--- src/rtl/lcd_ctrl_if.sv ---
// Register-word and LCD pin bundle between the load/store unit and the LCD write engine.
interface lcd_ctrl_if;
  logic [31:0] lcd_word_i;
  logic [7:0]  lcd_data_o;
  logic        lcd_rs_o;
  logic        lcd_rw_o;
  logic        lcd_en_o;
  logic        lcd_on_o;
  logic        lcd_blon_o;
  logic [31:0] status_o;

  // Engine side: consumes the register word, drives pins and status.
  modport slave (
    input  lcd_word_i,
    output lcd_data_o,
    output lcd_rs_o,
    output lcd_rw_o,
    output lcd_en_o,
    output lcd_on_o,
    output lcd_blon_o,
    output status_o
  );

  // Software/LSU side: supplies the register word, observes pins and status.
  modport master (
    output lcd_word_i,
    input  lcd_data_o,
    input  lcd_rs_o,
    input  lcd_rw_o,
    input  lcd_en_o,
    input  lcd_on_o,
    input  lcd_blon_o,
    input  status_o
  );
endinterface

--- src/rtl/lcd_ctrl.sv ---
// HD44780 character-LCD write engine: one timed bus write per REQ toggle,
// with power-up wait, setup/enable/hold timing and per-command execution wait.
module lcd_ctrl #(
  parameter int unsigned T_POWERUP   = 750000,
  parameter int unsigned T_SETUP     = 2,
  parameter int unsigned T_EN_HIGH   = 12,
  parameter int unsigned T_HOLD      = 2,
  parameter int unsigned T_EXEC      = 2000,
  parameter int unsigned T_EXEC_LONG = 82000
) (
  input  logic       clk_i,
  input  logic       rst_i,
  lcd_ctrl_if.slave  bus
);

  function automatic int unsigned max2(input int unsigned a, input int unsigned b);
    return (a > b) ? a : b;
  endfunction

  localparam int unsigned T_MAX = max2(max2(max2(T_POWERUP, T_SETUP), max2(T_EN_HIGH, T_HOLD)),
                                       max2(T_EXEC, T_EXEC_LONG));
  localparam int unsigned CNT_W = $clog2(T_MAX) + 1;

  localparam int unsigned BIT_ON   = 31;
  localparam int unsigned BIT_BLON = 30;
  localparam int unsigned BIT_REQ  = 29;
  localparam int unsigned BIT_RS   = 8;

  typedef enum logic [2:0] {
    S_POWERUP = 3'd0,
    S_IDLE    = 3'd1,
    S_SETUP   = 3'd2,
    S_PULSE   = 3'd3,
    S_HOLD    = 3'd4,
    S_EXEC    = 3'd5
  } state_t;

  state_t           r_state;
  logic [CNT_W-1:0] r_cnt;
  logic [7:0]       r_data;
  logic             r_rs;
  logic             r_en;
  logic             r_busy;
  logic             r_ack;
  logic             r_init_done;
  logic             r_on;
  logic             r_blon;

  logic             w_pending;
  logic             w_cnt_last;
  logic [CNT_W-1:0] w_cnt_dec;
  logic             w_long_cmd;
  logic [CNT_W-1:0] w_exec_load;
  logic             w_unused_bits;

  // A request is outstanding whenever the software toggle differs from our acknowledge.
  assign w_pending  = bus.lcd_word_i[BIT_REQ] ^ r_ack;
  assign w_cnt_last = (r_cnt == CNT_W'(1));
  assign w_cnt_dec  = r_cnt - CNT_W'(1);

  // Clear (0x01) and return-home (0x02/0x03) are the only slow instructions.
  assign w_long_cmd  = !r_rs && ((r_data == 8'h01) || (r_data == 8'h02) || (r_data == 8'h03));
  assign w_exec_load = w_long_cmd ? CNT_W'(T_EXEC_LONG) : CNT_W'(T_EXEC);

  // Bits of the register word this engine does not interpret.
  assign w_unused_bits = ^{bus.lcd_word_i[28:9]};

  // Write-cycle sequencer; every timed state loads its count on entry and leaves when it reaches 1.
  always_ff @(posedge clk_i) begin
    if (rst_i) begin
      r_state     <= S_POWERUP;
      r_cnt       <= CNT_W'(T_POWERUP);
      r_data      <= 8'h00;
      r_rs        <= 1'b0;
      r_en        <= 1'b0;
      r_busy      <= 1'b1;
      r_ack       <= 1'b0;
      r_init_done <= 1'b0;
    end else begin
      case (r_state)
        S_POWERUP: begin
          if (w_cnt_last) begin
            r_state     <= S_IDLE;
            r_init_done <= 1'b1;
            r_busy      <= 1'b0;
          end else begin
            r_cnt <= w_cnt_dec;
          end
        end

        S_IDLE: begin
          if (w_pending) begin
            r_state <= S_SETUP;
            r_cnt   <= CNT_W'(T_SETUP);
            r_data  <= bus.lcd_word_i[7:0];
            r_rs    <= bus.lcd_word_i[BIT_RS];
            r_busy  <= 1'b1;
          end
        end

        S_SETUP: begin
          if (w_cnt_last) begin
            r_state <= S_PULSE;
            r_cnt   <= CNT_W'(T_EN_HIGH);
            r_en    <= 1'b1;
          end else begin
            r_cnt <= w_cnt_dec;
          end
        end

        S_PULSE: begin
          if (w_cnt_last) begin
            r_state <= S_HOLD;
            r_cnt   <= CNT_W'(T_HOLD);
            r_en    <= 1'b0;
          end else begin
            r_cnt <= w_cnt_dec;
          end
        end

        S_HOLD: begin
          if (w_cnt_last) begin
            r_state <= S_EXEC;
            r_cnt   <= w_exec_load;
          end else begin
            r_cnt <= w_cnt_dec;
          end
        end

        S_EXEC: begin
          if (w_cnt_last) begin
            r_state <= S_IDLE;
            r_ack   <= ~r_ack;
            r_busy  <= 1'b0;
          end else begin
            r_cnt <= w_cnt_dec;
          end
        end

        default: begin
          // Unreachable encodings fall back to a fresh power-up wait.
          r_state     <= S_POWERUP;
          r_cnt       <= CNT_W'(T_POWERUP);
          r_en        <= 1'b0;
          r_busy      <= 1'b1;
          r_init_done <= 1'b0;
        end
      endcase
    end
  end

  // Power and backlight follow the register word with one register stage, independent of the sequencer.
  always_ff @(posedge clk_i) begin
    if (rst_i) begin
      r_on   <= 1'b0;
      r_blon <= 1'b0;
    end else begin
      r_on   <= bus.lcd_word_i[BIT_ON];
      r_blon <= bus.lcd_word_i[BIT_BLON];
    end
  end

  assign bus.lcd_data_o = r_data;
  assign bus.lcd_rs_o   = r_rs;
  assign bus.lcd_rw_o   = 1'b0;
  assign bus.lcd_en_o   = r_en;
  assign bus.lcd_on_o   = r_on;
  assign bus.lcd_blon_o = r_blon;
  assign bus.status_o   = {29'd0, r_init_done, r_ack, r_busy};

endmodule

--- src/flat_wrapper.sv ---
// flat-port wrapper written by rule: the top's interface ports become plain ports
module lcd_ctrl_flat 
#(
  parameter int unsigned T_POWERUP   = 750000,
  parameter int unsigned T_SETUP     = 2,
  parameter int unsigned T_EN_HIGH   = 12,
  parameter int unsigned T_HOLD      = 2,
  parameter int unsigned T_EXEC      = 2000,
  parameter int unsigned T_EXEC_LONG = 82000
)
  (clk_i, rst_i, bus_lcd_word_i, bus_lcd_data_o, bus_lcd_rs_o, bus_lcd_rw_o, bus_lcd_en_o, bus_lcd_on_o, bus_lcd_blon_o, bus_status_o);
  lcd_ctrl_if bus_i ();
  input  logic clk_i;
  input  logic rst_i;
  input wire logic [$bits(bus_i.lcd_word_i)-1:0] bus_lcd_word_i;
  output wire logic [$bits(bus_i.lcd_data_o)-1:0] bus_lcd_data_o;
  output wire logic [$bits(bus_i.lcd_rs_o)-1:0] bus_lcd_rs_o;
  output wire logic [$bits(bus_i.lcd_rw_o)-1:0] bus_lcd_rw_o;
  output wire logic [$bits(bus_i.lcd_en_o)-1:0] bus_lcd_en_o;
  output wire logic [$bits(bus_i.lcd_on_o)-1:0] bus_lcd_on_o;
  output wire logic [$bits(bus_i.lcd_blon_o)-1:0] bus_lcd_blon_o;
  output wire logic [$bits(bus_i.status_o)-1:0] bus_status_o;
  assign bus_i.lcd_word_i = bus_lcd_word_i;
  assign bus_lcd_data_o = bus_i.lcd_data_o;
  assign bus_lcd_rs_o = bus_i.lcd_rs_o;
  assign bus_lcd_rw_o = bus_i.lcd_rw_o;
  assign bus_lcd_en_o = bus_i.lcd_en_o;
  assign bus_lcd_on_o = bus_i.lcd_on_o;
  assign bus_lcd_blon_o = bus_i.lcd_blon_o;
  assign bus_status_o = bus_i.status_o;
  lcd_ctrl #(.T_POWERUP(T_POWERUP), .T_SETUP(T_SETUP), .T_EN_HIGH(T_EN_HIGH), .T_HOLD(T_HOLD), .T_EXEC(T_EXEC), .T_EXEC_LONG(T_EXEC_LONG)) u_core (.clk_i(clk_i), .rst_i(rst_i), .bus(bus_i));
endmodule
--- config.mk ---
export PLATFORM = sky130hd
export DESIGN_NAME = lcd_ctrl_flat
export DESIGN_NICKNAME = d
export VERILOG_FILES = /design/src/rtl/lcd_ctrl_if.sv /design/src/rtl/lcd_ctrl.sv /design/src/flat_wrapper.sv
export SDC_FILE = /design/constraint.sdc
export NUM_CORES = 1
export LEC_CHECK = 0
export ABC_AREA = 1
export CORE_MARGIN = 2
export CORE_UTILIZATION = 40
export CTS_CLUSTER_DIAMETER = 80
export CTS_CLUSTER_SIZE = 30
export DETAILED_ROUTE_END_ITERATION = 16
export DONT_BUFFER_PORTS = 1
export PLACE_DENSITY = 0.58
export SLEW_MARGIN = 20
export SYNTH_ARGS = -nofsm -noshare
export SYNTH_HDL_FRONTEND = slang
export SYNTH_SLANG_ARGS = --single-unit
--- constraint.sdc ---
create_clock -name clk_i -period 1.9 [get_ports clk_i]
set_input_delay 0.19 -clock clk_i [delete_from_list [all_inputs] [get_ports clk_i]]
set_output_delay 0.19 -clock clk_i [all_outputs]
set_load 0.02 [all_outputs]
* Word-level counts from Yosys, hierarchy flattened
Index checks and enable logic that the tools add are counted.
** Storage, ports and cells
- Output and inout port bits :: 45
- Logic and storage cells :: 67
- Bits of input ports :: 34
- Flip-flop bits (word level) :: 39
** Operators by class
- Equality and inequality tests :: 16
- Reduce and logical (&&, ||, !) cells :: 16
- Add/sub/neg operators :: 1
- Muxes and demuxes :: 19
- Bitwise gates (word level) :: 5
** Operators by type and width (number)
- $mux 21 :: 5
- $pmux 21 s5 :: 1
- $eq 21x1->1 const B :: 1
- $sub 21x1->21 const B :: 1
- $mux 17 :: 1
- $eq 8x2->1 const B :: 2
- $mux 3 :: 5
- $pmux 3 s5 :: 1
- $ne 2x1->1 const B :: 6
- $eq 8x1->1 const B :: 1
- $reduce_and 2->1 :: 4
- $eq 3x2->1 const B :: 2
- $eq 3x3->1 const B :: 2
- $pmux 1 s3 :: 2
- $reduce_and 3->1 :: 2
- $reduce_and 5->1 :: 1
- $reduce_or 5->1 :: 1
- $not 1->1 :: 4
- $reduce_or 4->1 :: 1
- $eq 3x1->1 const B :: 1
- $logic_not 3->1 :: 1
- $mux 1 :: 3
- $reduce_or 3->1 :: 1
- $logic_or 1x1->1 :: 2
- other kinds (6) :: 6

* Logic depth before layout (Yosys ltp)
Gate-level depths: netlist of run 1.
- Word-level depth :: 7
- Depth in mapped cells :: 12

* Worst setup path before layout of run 1
OpenSTA, ideal clock, no wires.
- Path type :: register -> register
- Start point :: register u_core.r_cnt[1]
- End point :: register u_core.r_cnt[3]
- Buffers on the path :: 1
- Path slack :: 0.315 ns
- Arrival :: 1.452 ns
- Required time :: 1.768 ns
- Cell stages (with the launch flop) :: 11
- Cells stage by stage :: dfxtp_1 inv_1 ha_1 nand2_2 nor2_4 nand3_4 o21ai_4 inv_6 buf_8 nand2_1 a21oi_1
** On the way
- Longest elaborated chain between the ends :: 3
- Elaborated cells on any way between the ends :: 9
- Those cells by class :: add/sub: 1; eq/ne: 2; mux: 5; reduce/logical: 1
** RTL lines
- start, declared :: RTL line lcd_ctrl.sv:39 : logic [CNT_W-1:0] r_cnt;
- start signal, assigned :: RTL line lcd_ctrl.sv:72 : r_cnt <= CNT_W'(T_POWERUP);
- start signal, assigned :: RTL line lcd_ctrl.sv:87 : r_cnt <= w_cnt_dec;
- start signal, assigned :: RTL line lcd_ctrl.sv:94 : r_cnt <= CNT_W'(T_SETUP);
- $sub 21x1->21 or $eq 21x1->1 (tied branches) :: RTL line lcd_ctrl.sv:59, lcd_ctrl.sv:58
- $mux 21, or another cell as far along :: RTL line lcd_ctrl.sv:82, lcd_ctrl.sv:131
- $pmux 21 s5 or $reduce_and 2->1 (tied branches)
Parallel ways exist; a longest one is shown, timed or not. The select of a mux whose other input is x is not followed.
A chain may end at the register's enable or synchronous reset.

* Final worst setup path of run 1
- Start point :: register u_core.r_cnt[5]
- End point :: register u_core.r_state[2]
** On the way
- Longest elaborated chain between the ends :: 3
- Elaborated cells on any way between the ends :: 6
- Those cells by class :: eq/ne: 5; reduce/logical: 1
** RTL lines
- $eq 21x1->1 (*) :: RTL line lcd_ctrl.sv:58 : assign w_cnt_last = (r_cnt == CNT_W'(1));
- $ne 2x1->1 (no line)
- $reduce_and 5->1 (no line) (*)
- end signal, assigned :: RTL line lcd_ctrl.sv:71 : r_state <= S_POWERUP;
- end signal, assigned :: RTL line lcd_ctrl.sv:83 : r_state <= S_IDLE;
- end signal, assigned :: RTL line lcd_ctrl.sv:93 : r_state <= S_SETUP;
- end, declared :: RTL line lcd_ctrl.sv:38 : state_t r_state;
Mark *: on every way between the ends. The rest lies on a longest branch, timed or not.

==> results of run 1 <==
[report_power, final]
group          switching (mW)  total (mW)  internal [mW]  leakage, nW
logic                    1.33        2.12          0.789         1.21
clock network           0.271       0.516          0.245       0.0371
registers               0.224        1.24           1.01        0.321
[synthesized netlist by cell type]
cell	n	area share (%)
nand2_1	106	15
nor2_1	73	10
inv_1	48	6.7
dfxtp_1	39	29
buf_4	33	9.2
nand3_1	26	4.8
a21oi_1	19	3.5
o21ai_0	19	3.5
nand2_2	7	1.6
nand4_1	7	1.6
nor2_2	6	1.4
xor2_1	6	2.0
nor3_1	4	0.74
clkbuf_1	2	0.28
clkinv_1	2	0.28
ha_1	2	0.93
inv_2	2	0.28
nand3_4	2	1.3
nor2_4	2	0.84
o21bai_1	2	0.56
xnor2_1	2	0.65
a21oi_4	1	0.60
a31oi_1	1	0.23
and3_1	1	0.23
buf_6	1	0.42
buf_8	1	0.56
conb_1	1	0.14
inv_6	1	0.33
nand2_4	1	0.42
nand3_2	1	0.37
nor2_8	1	0.74
o211ai_1	1	0.28
o21ai_2	1	0.33
o21ai_4	1	0.60
o22ai_1	1	0.23
or2_2	1	0.23
[worst max-delay path, delay by kind of cell (launching register included)]
family        cells  cell delay (ns)
buf+inv           1             0.11
flops             1             0.33
simple gates     10             1.25
[state kept, by name (all words and copies together), names as in the netlist]
register	flops
u_core.bus.lcd_data_o	8
u_core.bus.lcd_rs_o	1
u_core.r_busy	1
u_core.r_cnt	21
u_core.r_state	3
u_core.r_ack	1
u_core.bus.lcd_on_o	1
u_core.bus.lcd_en_o	1
u_core.r_init_done	1
u_core.bus.lcd_blon_o	1
[stage by stage]
step                      setup TNS, ns  instance area, um^2
after CTS                             0                 2910
after detailed placement              0                 2810
after global placement                0                 2810
after floorplan                       0                 2800
after global routing             -0.143                 2990
final                                 0                 2990
[final cells by class]
type	count	area [um^2]	area share, %
Tap cell	77	96.3	3.22
Sequential cell	39	782	26.1
Clock buffer	6	72.6	2.42
Inverter	53	204	6.81
Timing Repair Buffer	30	259	8.65
Multi-Input combinational cell	324	1580	52.8
[worst max-delay path by stage]
| stage | from | to | cells past startpoint |
|---|---|---|---|
| floorplan | u_core.r_cnt[1] | u_core.r_cnt[3] | 10 |
| global placement | u_core.r_cnt[8] | u_core.r_cnt[0] | 10 |
| detailed placement | u_core.r_cnt[8] | u_core.r_cnt[0] | 10 |
| CTS | u_core.r_cnt[8] | u_core.r_cnt[0] | 10 |
| global route | u_core.r_cnt[5] | u_core.r_state[0] | 12 |
| finish | u_core.r_cnt[5] | u_core.r_state[2] | 11 |
[layer usage]
layer | vias to the layer above | track usage [%] | part of all wire (%)
li1 | 1316 | - | -
met4 | 0 | 8.08 | 1.9
met1 | 1097 | 21.7 | 45
met3 | 11 | 3.46 | 3.3
met5 | - | 0 | 0
met2 | 52 | 33.5 | 50
[cell families after synthesis]
family / Yosys count / synth area share (%)
AND/OR/NAND/NOR: 238 / 39.3
XOR/XNOR: 8 / 2.60
buffers and inverters: 90 / 18.0
flip-flops: 39 / 29.0
AO/OA/AOI/OAI: 46 / 9.91
adder cells (fa/ha/maj): 2 / 0.930
other: 1 / 0.139
[repair_timing]
| action | 4_1_cts | 5_1_grt |
|---|---|---|
| hold buffers | 2 | 0 |
| endpoints found under the hold margin | 13 | 0 |
| gates resized for setup | 0 | 17 |
| endpoints found under the setup margin | 0 | 16 |
| setup buffers | 0 | 3 |
==> implementation parameters, run 1 <==
Parameter                              Value

Synth
  Area of the mapped netlist ... 2690 um^2
  Number of warning messages in the yosys log ... 0
  Mean area per synthesized cell ... 6.34 um^2
  Synthesized flop and latch total ... 39
  Netlist cell types ... 36
  Number of instances in the synthesized netlist ... 424
  Share of the yosys chip area belonging to registers ... a little under 30%

Routing
  Final wirelength ... 6520 um
  Remaining design rule violation count ... 0
  DRT Pass-1 Iters ... 4
  Initial drt markers ... 146
  Average wire per standard cell ... roughly 12 um
  Number of routed nets with antenna violations ... 0
  Routed via count ... 2476
  Detailed-route vias per instance ... about 4.7

Die
  Horizontal extent of the die ... 86.0 um
  Placeable core region ... 6420 um^2
  Chip Height ... 86.0 um
  Number of top-level design ports ... 79
  Placement Rows ... 29
  Effective utilization at floorplan ... 41.9%
  Floorplan die area ... around 7400 um^2

GRT
  Largest net degree at the start of global routing ... 14
  Overall global routing resource usage ... 18.8%
  Via count of the first global-routing pass ... 2381
  Global-route wire length before repair ... ~11000 um
  Global route overflow ... 0
  Initial antenna violation count ... 0

STA
  Number of hold violations in the final report ... 0
  Headroom to the max-slew limit ... 63.9%
  Slew of the pin with the lowest slew margin ... 0.539 ns
  Final Skew ... 0.00521 ns
  Setup ws final ... around 0.092 ns
  Highest clock frequency the design can meet ... ~550 MHz
  Tightest hold margin ... 0.00810 ns
  Period minus WS final ... 1.81 ns
  Setup Viol. Count Final ... 0
  Final period util ... 95.2%
  Max-slew violation total from the final report ... 0
  Unrepaired setup endpoints after global routing ... yes

Cells and area
  Share of layout cells above drive strength 1 ... 15.7%
  Nets@finish ... approximately 500
  Commonest cells after routing, fill and taps aside ... nand2_1, nor2_1, inv_1
  Area added between synthesis and finish ... 11.3%
  Final std cells w/o fill ... 529
  Most frequent standard cell in the layout excluding fill and tap cells ... nand2_1
  Filler instances ... 687
  Diodes inserted ... 0
  Fin util ... 46.6%

Worst setup path
  List of cells traversed by the critical path ... nor2_1 -> nand2_2 -> nor2_2 -> nand3_2 -> nand2_2 -> buf_12 -> nand3_4 -> nand2_4 -> nand3_1 -> nand2_1 -> nor2_1
  Worst setup SP type ... register
  Data arrival at the endpoint of the critical path ... 1.99 ns
  Startpoint of the lowest-slack register-to-register path ... u_core.r_cnt[5]
  Required time at the endpoint of the critical path ... about 2.1 ns
  Type of element capturing the critical path ... register
  Number of cell instances on the worst register-to-register path ... 11
  Largest stage delay on the critical path ... 0.33 ns
  R2R setup slack ... around 0.092 ns
  Reg2reg end ... u_core.r_state[2]
  Slowest cell on the critical path ... dfxtp_1
  Category of the critical setup timing path ... reg2reg
  Top fanout value on the critical path ... 7

Run status
  Outcome ... complete, no violations

Pwr
  Worst-case vdd ir drop ... slightly below 800 uV
  P per Cell Area ... 1290 nW/um^2
  Overall power after layout ... 3.87 mW
  Leakage Power ... 1.57 nW

Clock network
  Total number of clock tree sinks ... 39
  TritonCTS clock tree ... done
  Maximum clock insertion buffer count ... 2
  Clock transition at path regs ... 0.07 ns
  Clock insertion delay at the later pin of the skew report ... 0.29 ns
  Cts bufs inserted ... 5
  Count of H-tree levels built during CTS ... 2
  Library cell used as clock root buffer ... clkbuf_8

Place
  Placed Cells ... 518
  Quantity of I/O buffers inserted on ports ... 0
  Pre-CTS worst setup slack ... 0.0802 ns
  Dpl hpwl ... around 5000 um
  GPL Wtd Cong ... 0.928

Min path
  Kind of path behind the tightest hold check ... in2reg
  Worst Hold End ... u_core.bus.lcd_blon_o
  Worst hold path depth ... 2
  Worst Min Path Start ... bus_lcd_word_i[30]

Run
  Number of max-cap violations ... 0
Power figures use the tool's default switching activity.
==> run 2: changes to the inputs <==
SKIP_CTS_REPAIR_TIMING = 1   (was unset)
==> implementation parameters, run 2 (synthesized netlist as in run 1, its figures left out) <==
Parameter                              Value

Run status
  Outcome ... complete, no violations (unchanged)

Cells and area
  Number of flip-flops in the largest register ... 21 (unchanged)
  Filler instances ... 684 (was 687)
  Fin util ... 46.9% (was 46.6%)
  Nets@finish ... 490 (was 489)
  Share of layout cells above drive strength 1 ... 15.7% (about the same)
  Commonest cells after routing, fill and taps aside ... nand2_1, nor2_1, inv_1 (unchanged)
  Final std cells w/o fill ... 530 (was 529)
  Largest register by flop count ... u_core.r_cnt (unchanged)
  Area added between synthesis and finish ... 12.0% (was 11.3%)
  Most frequent standard cell in the layout excluding fill and tap cells ... nand2_1 (unchanged)
  Diodes inserted ... 0 (unchanged)

STA
  Headroom to the max-slew limit ... 64.4% (was 63.9%)
  Highest clock frequency the design can meet ... 566 MHz (was 553 MHz)
  Setup Viol. Count Final ... 0 (unchanged)
  Final period util ... 93.0% (was 95.2%)
  Final Skew ... 0.00603 ns (was 0.00521 ns)
  Unrepaired setup endpoints after global routing ... yes (unchanged)
  Number of hold violations in the final report ... 0 (unchanged)
  Period minus WS final ... 1.77 ns (was 1.81 ns)
  Max-slew violation total from the final report ... 0 (unchanged)
  Slew of the pin with the lowest slew margin ... 0.532 ns (was 0.539 ns)

Routing
  Final wirelength ... 6620 um (was 6520 um)
  Initial drt markers ... 137 (was 146)
  DRT Pass-1 Iters ... 4 (unchanged)
  Detailed-route vias per instance ... 4.68 (about the same)
  Remaining design rule violation count ... 0 (unchanged)
  Average wire per standard cell ... 12.5 um (was 12.3 um)
  Number of routed nets with antenna violations ... 0 (unchanged)
  Routed via count ... 2483 (was 2476)

GRT
  Global-route wire length before repair ... 10800 um (was 10900 um)
  Largest net degree at the start of global routing ... 16 (was 14)
  Initial antenna violation count ... 0 (unchanged)
  Global route overflow ... 0 (unchanged)
  Via count of the first global-routing pass ... 2374 (was 2381)
  Overall global routing resource usage ... 18.6% (was 18.8%)

Clock network
  Clock insertion delay at the later pin of the skew report ... 0.29 ns (about the same)
  Clock transition at path regs ... 0.07 ns (about the same)
  Library cell used as clock root buffer ... clkbuf_8 (unchanged)
  Count of H-tree levels built during CTS ... 2 (unchanged)
  Total number of clock tree sinks ... 39 (unchanged)
  Maximum clock insertion buffer count ... 2 (unchanged)
  Cts bufs inserted ... 5 (unchanged)
  TritonCTS clock tree ... done (unchanged)

Pwr
  Pint ... 2.05 mW (was 2.04 mW)
  Share of power burned in registers ... 31.9% (about the same)
  Comb pwr share ... 54.8% (was 54.7%)
  Leakage Power ... 1.57 nW (about the same)
  Switching fraction of total power ... 47.3% (was 47.2%)
  P per Cell Area ... 1290 nW/um^2 (about the same)
  Clock share of power ... 13.3% (about the same)
  Overall power after layout ... 3.89 mW (was 3.87 mW)
  Worst-case vdd ir drop ... 772 uV (was 771 uV)
  Sw power ... 1.84 mW (was 1.82 mW)

Worst setup path
  Number of cell instances on the worst register-to-register path ... 11 (unchanged)
  Startpoint of the lowest-slack register-to-register path ... u_core.r_cnt[0] (was u_core.r_cnt[5])
  Sum of buffers and inverters on the critical path ... 2 (was 1)
  Worst setup SP type ... register (unchanged)
  Top fanout value on the critical path ... 13 (was 7)
  List of cells traversed by the critical path ... ha_4 -> nand2_2 -> nor2_4 -> nand3_4 -> o21ai_4 -> buf_12 -> inv_6 -> nand2_4 -> nand3_1 -> nand2_1 -> nor2_1 (was nor2_1 -> nand2_2 -> nor2_2 -> nand3_2 -> nand2_2 -> buf_12 -> nand3_4 -> nand2_4 -> nand3_1 -> nand2_1 -> nor2_1)
  Category of the critical setup timing path ... reg2reg (unchanged)
  Slowest cell on the critical path ... dfxtp_1 (unchanged)
  Largest stage delay on the critical path ... 0.41 ns (was 0.33 ns)
  Required time at the endpoint of the critical path ... 2.09 ns (was 2.08 ns)
  Dominant delay contributor by cell family on the critical path ... simple AND/OR/NAND/NOR gates (unchanged)
  Worst setup path startpoint ... u_core.r_cnt[0] (was u_core.r_cnt[5])
  Type of element capturing the critical path ... register (unchanged)
  Number of cells on the critical path ... 11 (unchanged)
  Data arrival at the endpoint of the critical path ... 1.95 ns (was 1.99 ns)

Die
  Horizontal extent of the die ... 86.0 um (unchanged)
  Chip Height ... 86.0 um (unchanged)
  Number of top-level design ports ... 79 (unchanged)
  Placement Rows ... 29 (unchanged)
  Effective utilization at floorplan ... 41.9% (unchanged)
  Floorplan die area ... 7400 um^2 (unchanged)
  Placeable core region ... 6420 um^2 (unchanged)

Run
  Number of max-cap violations ... 0 (unchanged)

Min path
  Worst hold path depth ... 2 (unchanged)
  Worst Min Path Start ... rst_i (was bus_lcd_word_i[30])
  Kind of path behind the tightest hold check ... in2reg (unchanged)

Place
  Dpl hpwl ... 5050 um (unchanged)
  Quantity of I/O buffers inserted on ports ... 0 (unchanged)
  GPL Wtd Cong ... 0.928 (unchanged)
  Placed Cells ... 518 (unchanged)
## run 2: path summary, 6_finish.rpt
| check | end | slack, ns |
|---|---|---|
| min reg2reg | u_core.r_cnt[13] | 0.52 |
| min | u_core.r_cnt[17] | 0.001 |
| max | u_core.r_state[2] | 0.13 |
| max reg2reg | u_core.r_state[2] | 0.13 |
## run 2: area by class of cell
cell class / count / area, um^2 / share of cell area (%)
Clock buffer: 6 / 72.6 / 2.41
Inverter: 53 / 204 / 6.77
Multi-Input combinational cell: 324 / 1590 / 52.7
Sequential cell: 39 / 782 / 26.0
Tap cell: 77 / 96.3 / 3.20
Timing Repair Buffer: 31 / 269 / 8.93
## run 2: power groups by stage
stage / logic, mW / clock network [mW] / registers (mW)
after floorplan: 1.51 / 0 / 1.22
after global placement: 1.99 / 0 / 1.23
after detailed placement: 2.01 / 0 / 1.24
after CTS: 2.01 / 0.541 / 1.22
after global routing: 2.42 / 0.557 / 1.26
final: 2.13 / 0.518 / 1.24
## run 2: per-layer routing
layer / global-route usage, % / part of all wire, % / vias up
met1: 21.7 / 45 / 1104
met4: 7.07 / 1.9 / 0
met3: 3.46 / 3.3 / 13
met5: 0 / 0 / -
li1: - / - / 1316
met2: 33.3 / 50 / 50
## run 2: worst register-to-register path: stages (launching register included)
cell	delay (ns)
dfxtp_1	0.41
ha_4	0.18
nand2_2	0.07
nor2_4	0.12
nand3_4	0.13
o21ai_4	0.24
buf_12	0.15
inv_6	0.06
nand2_4	0.11
nand3_1	0.09
nand2_1	0.07
nor2_1	0.03
## run 2: metrics by stage
step | setup TNS (ns) | cell area [um^2] | setup slack (ns) | hold WS, ns
after global placement | 0 | 2810 | 0.0967 | 0.263
after floorplan | 0 | 2800 | 0.315 | 0.286
final | 0 | 3010 | 0.133 | 0.00114
after detailed placement | 0 | 2810 | 0.0802 | 0.263
after global routing | -0.0479 | 3010 | -0.0407 | 0.00251
after CTS | 0 | 2890 | 0.0545 | -0.0467
